### config.mk
export PLATFORM = sky130hd
export DESIGN_NAME = btn_bit_entry_flat
export DESIGN_NICKNAME = d
export VERILOG_FILES = /design/src/rtl/btn_bit_entry_if.sv /design/src/rtl/btn_bit_entry.sv /design/src/flat_wrapper.sv
export SDC_FILE = /design/constraint.sdc
export NUM_CORES = 1
export LEC_CHECK = 0
export CORE_MARGIN = 2
export CORE_UTILIZATION = 65
export CTS_BUF_LIST = sky130_fd_sc_hd__clkbuf_4
export DETAILED_ROUTE_END_ITERATION = 8
export PLACE_DENSITY_LB_ADDON = 0.08
export SLEW_MARGIN = 20
export SYNTH_ARGS = -nofsm -noshare
export SYNTH_HDL_FRONTEND = slang
export SYNTH_SLANG_ARGS = --single-unit
### constraint.sdc
create_clock -name clk -period 2.8 [get_ports clk]
set_input_delay 0.56 -clock clk [delete_from_list [all_inputs] [get_ports clk]]
set_output_delay 0.56 -clock clk [all_outputs]
set_load 0.1 [all_outputs]
### src/rtl/btn_bit_entry_if.sv
// Button-entry bundle: raw buttons in, entered bit / strobe / status out.
interface btn_bit_entry_if;
  logic       btn0;
  logic       btn1;
  logic       d;
  logic       shift;
  logic       busy;
  logic [4:0] bit_count;

  // The entry block itself: samples the buttons, drives the checker side.
  modport slave (
    input  btn0,
    input  btn1,
    output d,
    output shift,
    output busy,
    output bit_count
  );

  // The environment: presses buttons, observes the strobe side.
  modport master (
    output btn0,
    output btn1,
    input  d,
    input  shift,
    input  busy,
    input  bit_count
  );
endinterface

### src/rtl/btn_bit_entry.sv
// Two-button bit entry: synchronizes and debounces btn0/btn1, turns a clean
// press into one setup/strobe cycle on d/shift for a shift-register checker.
module btn_bit_entry #(
  parameter int unsigned DEBOUNCE_CYCLES = 250000,
  parameter int unsigned SETUP_CYCLES    = 4,
  parameter int unsigned STROBE_CYCLES   = 4
) (
  input  logic            clk,
  input  logic            rst_n,
  btn_bit_entry_if.slave  bus
);

  localparam int unsigned CNT_W  = $clog2(DEBOUNCE_CYCLES);
  localparam int unsigned PH_MAX = (SETUP_CYCLES > STROBE_CYCLES) ? SETUP_CYCLES : STROBE_CYCLES;
  localparam int unsigned PH_W   = $clog2(PH_MAX + 1);

  localparam logic [CNT_W-1:0] DB_LAST     = CNT_W'(DEBOUNCE_CYCLES - 1);
  localparam logic [PH_W-1:0]  SETUP_LAST  = PH_W'(SETUP_CYCLES - 1);
  localparam logic [PH_W-1:0]  STROBE_LAST = PH_W'(STROBE_CYCLES - 1);

  typedef enum logic [1:0] {
    IDLE   = 2'd0,
    SETUP  = 2'd1,
    STROBE = 2'd2,
    HOLD   = 2'd3
  } state_e;

  // Index 0 is btn0, index 1 is btn1 throughout.
  logic [1:0]            meta_q, sync_q;
  logic [1:0][CNT_W-1:0] cnt_q, cnt_d;
  logic [1:0]            stable_q, stable_d;
  logic [1:0]            press_q, press_d;

  state_e                state_q, state_d;
  logic [PH_W-1:0]       ph_q, ph_d;
  logic                  d_q, d_d;
  logic                  shift_q, shift_d;
  logic                  busy_q, busy_d;
  logic [4:0]            bc_q, bc_d;

  // Two-flop synchronizer for the raw asynchronous buttons.
  always_ff @(posedge clk or negedge rst_n) begin
    if (!rst_n) begin
      meta_q <= 2'b00;
      sync_q <= 2'b00;
    end else begin
      meta_q <= {bus.btn1, bus.btn0};
      sync_q <= meta_q;
    end
  end

  // Per-button debounce: stable level follows sync only after a full run of disagreement.
  always_comb begin
    cnt_d    = cnt_q;
    stable_d = stable_q;
    press_d  = 2'b00;
    for (int i = 0; i < 2; i++) begin
      if (sync_q[i] == stable_q[i]) begin
        cnt_d[i] = '0;
      end else if (cnt_q[i] == DB_LAST) begin
        stable_d[i] = sync_q[i];
        cnt_d[i]    = '0;
      end else begin
        cnt_d[i] = cnt_q[i] + CNT_W'(1);
      end
      press_d[i] = stable_d[i] & ~stable_q[i];
    end
  end

  // Debounce counters, stable levels and one-cycle press events.
  always_ff @(posedge clk or negedge rst_n) begin
    if (!rst_n) begin
      cnt_q    <= '0;
      stable_q <= 2'b00;
      press_q  <= 2'b00;
    end else begin
      cnt_q    <= cnt_d;
      stable_q <= stable_d;
      press_q  <= press_d;
    end
  end

  // Entry sequencing: next state, phase count, and next values of all outputs.
  always_comb begin
    state_d = state_q;
    ph_d    = ph_q;
    d_d     = d_q;
    case (state_q)
      IDLE: begin
        if (press_q == 2'b01) begin
          state_d = SETUP;
          d_d     = 1'b0;
          ph_d    = '0;
        end else if (press_q == 2'b10) begin
          state_d = SETUP;
          d_d     = 1'b1;
          ph_d    = '0;
        end else begin
          state_d = IDLE;
        end
      end
      SETUP: begin
        if (ph_q == SETUP_LAST) begin
          state_d = STROBE;
          ph_d    = '0;
        end else begin
          ph_d = ph_q + PH_W'(1);
        end
      end
      STROBE: begin
        if (ph_q == STROBE_LAST) begin
          state_d = HOLD;
          ph_d    = '0;
        end else begin
          ph_d = ph_q + PH_W'(1);
        end
      end
      HOLD: begin
        // Wait for both buttons to be released so one press is one bit.
        if (stable_q == 2'b00) begin
          state_d = IDLE;
        end else begin
          state_d = HOLD;
        end
      end
      default: begin
        state_d = IDLE;
        ph_d    = '0;
      end
    endcase

    shift_d = (state_d == STROBE);
    busy_d  = (state_d != IDLE);
    if ((state_q == SETUP) && (state_d == STROBE) && (bc_q != 5'd31)) begin
      bc_d = bc_q + 5'd1;
    end else begin
      bc_d = bc_q;
    end
  end

  // FSM state and registered outputs; reset kills any strobe in flight.
  always_ff @(posedge clk or negedge rst_n) begin
    if (!rst_n) begin
      state_q <= IDLE;
      ph_q    <= '0;
      d_q     <= 1'b0;
      shift_q <= 1'b0;
      busy_q  <= 1'b0;
      bc_q    <= 5'd0;
    end else begin
      state_q <= state_d;
      ph_q    <= ph_d;
      d_q     <= d_d;
      shift_q <= shift_d;
      busy_q  <= busy_d;
      bc_q    <= bc_d;
    end
  end

  assign bus.d         = d_q;
  assign bus.shift     = shift_q;
  assign bus.busy      = busy_q;
  assign bus.bit_count = bc_q;

endmodule
### src/flat_wrapper.sv
// flat-port wrapper written by rule: the top's interface ports become plain ports
module btn_bit_entry_flat 
#(
  parameter int unsigned DEBOUNCE_CYCLES = 250000,
  parameter int unsigned SETUP_CYCLES    = 4,
  parameter int unsigned STROBE_CYCLES   = 4
)
  (clk, rst_n, bus_btn0, bus_btn1, bus_d, bus_shift, bus_busy, bus_bit_count);
  btn_bit_entry_if bus_i ();
  input  logic clk;
  input  logic rst_n;
  input wire logic [$bits(bus_i.btn0)-1:0] bus_btn0;
  input wire logic [$bits(bus_i.btn1)-1:0] bus_btn1;
  output wire logic [$bits(bus_i.d)-1:0] bus_d;
  output wire logic [$bits(bus_i.shift)-1:0] bus_shift;
  output wire logic [$bits(bus_i.busy)-1:0] bus_busy;
  output wire logic [$bits(bus_i.bit_count)-1:0] bus_bit_count;
  assign bus_i.btn0 = bus_btn0;
  assign bus_i.btn1 = bus_btn1;
  assign bus_d = bus_i.d;
  assign bus_shift = bus_i.shift;
  assign bus_busy = bus_i.busy;
  assign bus_bit_count = bus_i.bit_count;
  btn_bit_entry #(.DEBOUNCE_CYCLES(DEBOUNCE_CYCLES), .SETUP_CYCLES(SETUP_CYCLES), .STROBE_CYCLES(STROBE_CYCLES)) u_core (.clk(clk), .rst_n(rst_n), .bus(bus_i));
endmodule
Yosys cells after proc, flatten, opt, wreduce, memory -nomap -nowiden --
Index checks and enable logic that the tools add are counted.
Storage, ports and cells: bits in registers 57, output and inout bits 8
Cells by class: $add $sub $neg 4, eq/ne operators 13, muxes and demuxes 20, bitwise operators 4, reductions and logical operators 10
Operators with widths (number):
- two-way mux 18 bit | 4
- adder 18 x 1 -> 18 bit (second input constant) | 2
- == test 18 bit (second input constant) | 2
- two-way mux 3 bit | 3
- == test 2 bit (second input constant) | 4
- two-way mux 2 bit | 4
- case mux 2 bit (4 select lines) | 1
- two-way mux 1 bit | 7
- case mux 3 bit (2 select lines) | 1
- nonzero test 2 bit | 3
- adder 5 x 1 -> 5 bit (second input constant) | 1
- inequality test 5 bit (second input constant) | 1
- == test 2 x 1 -> 1 bit (second input constant) | 2
- zero test 2 bit | 2
- AND reduction 2 bit | 2
- adder 3 x 1 -> 3 bit (second input constant) | 1
- == test 3 x 2 -> 1 bit (second input constant) | 1
- inequality test 3 x 1 -> 1 bit (second input constant) | 1
- bitwise AND 1 bit | 2
- == test 1 bit | 2
- logical AND 1 bit | 2
- NOT 1 bit | 2
- OR reduction 2 bit | 1

Logic depth before layout (Yosys ltp) --
depth in word-level cells 7, depth in mapped cells 7, depth with buffers taken out 7

Least setup slack after synthesis --
No wires, ideal clock.
kind flip-flop to flip-flop, start register u_core.bc_q[0], in the netlist u_core.bus.bit_count[0], end register u_core.bc_q[3], in the netlist u_core.bus.bit_count[3], setup time 0.162 ns, data arrival time 2.088 ns, slack 0.550 ns, stages on the path, launching flop included 8, path buffers 0, path through dfrtp_1 > ha_1 > and3_1 > ha_1 > nor2b_1 > nand4_1 > nor3b_1 > xor2_1
On the way: longest elaborated chain between the ends 2, elaborated cells between the ends (all ways) 3, those cells by class 1 x add/sub; 1 x eq/ne; 1 x reduce/logical
RTL lines:
- from (decl) | RTL line btn_bit_entry.sv:39 | logic [4:0] bc_q, bc_d;
- from (signal assigned) | RTL line btn_bit_entry.sv:149 | bc_q <= 5'd0;
- from (signal assigned) | RTL line btn_bit_entry.sv:156 | bc_q <= bc_d;
- parallel branches: the longest is 2 deep, another holds adder 5 x 1 -> 5 bit
Several ways; the timed one is not identified. A chain may end at the register's enable or synchronous reset.

Worst setup path after layout --
start register u_core.ph_q[0], end register u_core.bc_q[1], in the netlist u_core.bus.bit_count[1]
On the way: longest elaborated chain between the ends 6, elaborated cells between the ends (all ways) 7, those cells by class 2 x eq/ne; 3 x mux; 2 x reduce/logical
RTL lines:
- from (decl) | RTL line btn_bit_entry.sv:35 | logic [PH_W-1:0] ph_q, ph_d;
- from (signal assigned) | RTL line btn_bit_entry.sv:152 | ph_q <= ph_d;
- == test 3 x 2 -> 1 bit * | RTL line btn_bit_entry.sv:103, btn_bit_entry.sv:111
- two-way mux 2 bit, on equally long branches | RTL line btn_bit_entry.sv:111, btn_bit_entry.sv:103
- case mux 2 bit (4 select lines) * | RTL line btn_bit_entry.sv:88 | case (state_q)
- == test 2 bit * | RTL line btn_bit_entry.sv:134 | if ((state_q == SETUP) && (state_d == STROBE) && (bc_q != 5'd31)) begin
- logical AND 1 bit * (2 in series) | RTL line btn_bit_entry.sv:134
Every way passes the cells marked *; elsewhere a longest branch is shown, timed or not.

==> impl_summary.log <==
INFO  metric worstPathCellList = ha_1 > nand2b_1 > nand2_1 > a211oi_1 > nand3b_1 > mux2_2
INFO  metric p_int = 1010 uW
INFO  metric proportion_of_layout_cells_with_a_drive_suffix_above_1 = 11.76%
INFO  metric initial_core_util = 67.19%
INFO  metric grt_pass1_vias = 1780
INFO  metric path_delay_family = compound AO/OA/AOI/OAI gates
INFO  metric postSynthNetCount = 264
INFO  metric switchingPower = 325.2 uW
INFO  metric cts_inserted_buffers = 9
INFO  metric synthAdderAreaFrac = 6.052%
INFO  metric fin_setup_tns = 0 ps
INFO  metric grt.met2_usage = 36.77%
INFO  metric critical_path_cell_count = 6
INFO  metric clockPowerShare = 33.8%
INFO  metric grt_pass1_wl = 7638 um
INFO  metric outcome = complete, no violations
INFO  metric hold_buffers = 0
INFO  metric commonest_cells_after_routing_fill_and_taps_aside = dfrtp_1, nor2_1, xor2_1
INFO  metric fin_area = 2927 um^2
INFO  metric num_antenna_cells = 0
INFO  metric seqPwrFrac = 63.0%
INFO  metric die_height = 68.30 um
INFO  metric first_iter_violations = 68
INFO  metric hold_slack = 163.5 ps
INFO  metric post-route-util = 73.16%
INFO  metric final_nets = 285
INFO  metric met3_usage = 5.263%
INFO  metric path_type_of_the_worst_min_delay_path = input port to asynchronous set/reset pin
INFO  metric netSwitchingFraction = 24.35%
INFO  metric number_of_different_library_cells_in_the_post_synthesis_netlist = 40
INFO  metric pin_count = 12
INFO  metric route.detailed.drc = 0
INFO  metric synth_top_family_by_area = simple AND/OR/NAND/NOR gates
INFO  metric yosys-mux-area-fraction = 1.816%
INFO  metric worst_skew_pair.late_latency = 380 ps
INFO  metric cts.sink_count = 57
INFO  metric actual_slew_at_the_worst_max_slew_pin = 598.7 ps
INFO  metric hold_viol_final = 0
INFO  metric grt_setup_unrepaired = false
INFO  metric final_max_slew_viol_count = 0
INFO  metric rrSetupSlack = 710 ps
INFO  metric cts_tree = yes
INFO  metric vias_per_cell = 5.503
INFO  metric sequential_cell_area = 1426 um^2
INFO  metric ys_seq_area_share = 53.07%
INFO  metric timing.reg2reg.worst_path_depth = 6
INFO  metric worstPathBufferInverterCount = 0
INFO  metric power_frac_comb = 3.2%
INFO  metric placement_rows = 23
INFO  metric synth_edf_count = 0
INFO  metric worst_path_largest_cell_delay = 540 ps
INFO  metric finalSetupViolCount = 0
INFO  metric remaining_global_route_overflow = 0
INFO  metric finalWirelength = 4551 um
INFO  metric synth_compound_gate_area_share = 3.259%
INFO  metric setup.worst_path.end_class = flop
INFO  metric grtUsageTotal = 22.77%
INFO  metric worst_slew_margin_rel = 59.85%
INFO  metric worst-path-max-fanout = 6
INFO  metric setup.worst_path.start_class = flop
INFO  metric synth-simple-area-share = 22.21%
INFO  metric yosys_warnings = 0
INFO  metric antenna_found_initial = 0
INFO  metric grt.busiest_layer = met2
INFO  metric multi_input_area = 1211 um^2
INFO  metric hpwl = 3088 um
INFO  metric r2r-end = u_core.bus.bit_count[1]
INFO  metric setup.worst_path.class = flop to flop
INFO  metric syn_inst = 247
INFO  metric port_buffers = 11
INFO  metric final_antenna_net_count = 0
INFO  metric gp_congestion = 0.7682
INFO  metric maxCapViolCount = 0
INFO  metric timing.clock.skew = 7.695 ps
INFO  metric clk_transition_reported_paths = 100 ps
INFO  metric final.period_utilization = 74.64%
INFO  metric slowest_cell_on_the_critical_path = a211oi_1
INFO  metric final.min_clock_period = 2090 ps
INFO  metric placedInstanceArea = 2830 um^2
INFO  metric cts_max_path_buffers = 2
INFO  metric cts_root_buffer_type = clkbuf_4
INFO  metric timing.rr.start = u_core.ph_q[0]
INFO  metric num_vias = 1772
INFO  metric cp-endpoint = u_core.bus.bit_count[1]
INFO  metric dieArea = 4665 um^2
INFO  metric setup_ws = 710.2 ps
INFO  metric dpl_worst_slack = 729.2 ps
INFO  metric cellLeakagePower = 0.001409 uW
INFO  metric core_region_area = 4000 um^2
INFO  metric syn_area_per_cell = 10.88 um^2
INFO  metric final.fill_count = 301
INFO  metric drt_pass1_iterations = 4
INFO  metric yosys_register_bits = 57
INFO  metric critPathRequiredTime = 3080 ps
INFO  metric postCtsResizedCells = 0
INFO  metric max_clock_freq = 0.4785 GHz
INFO  metric cp_data_arrival_time = 2370 ps
INFO  metric cellPowerDensity = 456.3 nW/um^2
INFO  metric clock_tree.htree_level_count = 3
INFO  metric synth_top_flop_cell = dfrtp_1
INFO  metric irDropWorstVdd = 387.5 uV
INFO  metric synth-async-reset-ratio = 100.0%
INFO  metric cell_area_after_technology_mapping = 2688 um^2
INFO  metric cts_setup_buffers = 0
INFO  metric grt_max_degree = 47
INFO  metric die-width = 68.30 um
INFO  metric wl_per_cell = 14.13 um
INFO  metric synth_xor_area_share = 11.73%
INFO  metric area_delta_synth_final = 8.892%
INFO  metric critical_path.startpoint = u_core.ph_q[0]
INFO  metric mostFrequentLayoutCell = dfrtp_1
INFO  metric grtUsageMet1 = 28.28%
## synthesized netlist by cell type (2+ instances only)
| master | number | share of area (%) |
|---|---|---|
| ha_1 | 13 | 6.1 |
| nor3_1 | 4 | 0.74 |
| a21oi_1 | 2 | 0.37 |
| xor2_1 | 24 | 7.8 |
| mux2_2 | 3 | 1.3 |
| o21ai_0 | 4 | 0.74 |
| nand4b_1 | 2 | 0.65 |
| xnor2_1 | 12 | 3.9 |
| and2_1 | 4 | 0.93 |
| nand2_1 | 13 | 1.8 |
| nor2_1 | 39 | 5.4 |
| nand4_1 | 9 | 2.1 |
| and3_1 | 7 | 1.6 |
| nand3_1 | 14 | 2.6 |
| nand3b_1 | 2 | 0.56 |
| inv_1 | 8 | 1.1 |
| nor2b_1 | 2 | 0.47 |
| nand2b_1 | 2 | 0.47 |
| dfrtp_1 | 57 | 53 |
| nor4_1 | 2 | 0.47 |
| and4_1 | 3 | 0.98 |
| nor3b_1 | 3 | 0.84 |
## kinds of logic after synthesis
group | count (synthesis)
XOR/XNOR | 36
flip-flops | 57
AO/OA/AOI/OAI | 13
buffers and inverters | 11
multiplexers | 4
adder cells (fa/ha/maj) | 13
AND/OR/NAND/NOR | 113
## power groups by stage
| stage | logic [uW] | clock network (uW) | registers (uW) |
|---|---|---|---|
| after global placement | 43.2 | 0 | 857 |
| final | 42.6 | 451 | 842 |
| after detailed placement | 43.7 | 0 | 857 |
| after floorplan | 19.6 | 0 | 855 |
| after CTS | 43.8 | 462 | 841 |
| after global routing | 49.5 | 493 | 843 |
## area by class of cell
class / instances / share of cell area, %
inverters: 8 / 1.026
clock inverters: 6 / 0.8978
flip-flops and latches: 57 / 48.74
repair buffers: 13 / 3.506
well taps: 50 / 2.138
clock buffers: 9 / 2.309
multi-input cells: 179 / 41.39
## state kept, by name, indices dropped and copies added, names as in the netlist, 2 cells and up
register and cells:
u_core.press_q 2, u_core.meta_q 2, u_core.state_q 2, u_core.sync_q 2
u_core.ph_q 3, u_core.bus.bit_count 5, u_core.stable_q 2, u_core.cnt_q 36
## worst min-delay path by stage
stage | from | end
CTS | rst_n | u_core.cnt_q[17]
global placement | u_core.meta_q[0] | u_core.sync_q[0]
detailed placement | u_core.meta_q[0] | u_core.sync_q[0]
global route | rst_n | u_core.cnt_q[0]
finish | rst_n | u_core.cnt_q[0]
floorplan | rst_n | u_core.bus.bit_count[0]
## through the flow
| stage | total power, uW | cells |
|---|---|---|
| after floorplan | 875.0 | 247 |
| after global placement | 900.2 | 307 |
| after detailed placement | 901.2 | 307 |
| after CTS | 1347 | 322 |
| after global routing | 1386 | 322 |
| final | 1335 | 322 |
## metal layers
layer | part of all wire, % | up-vias | wire (um)
met2 | 47 | 28 | 2158
li1 | - | 884 | -
met1 | 48 | 850 | 2172
met3 | 2.8 | 10 | 128
met5 | 0 | - | 0
met4 | 2.0 | 0 | 91
Note: power is estimated with default switching activity, not from simulation.
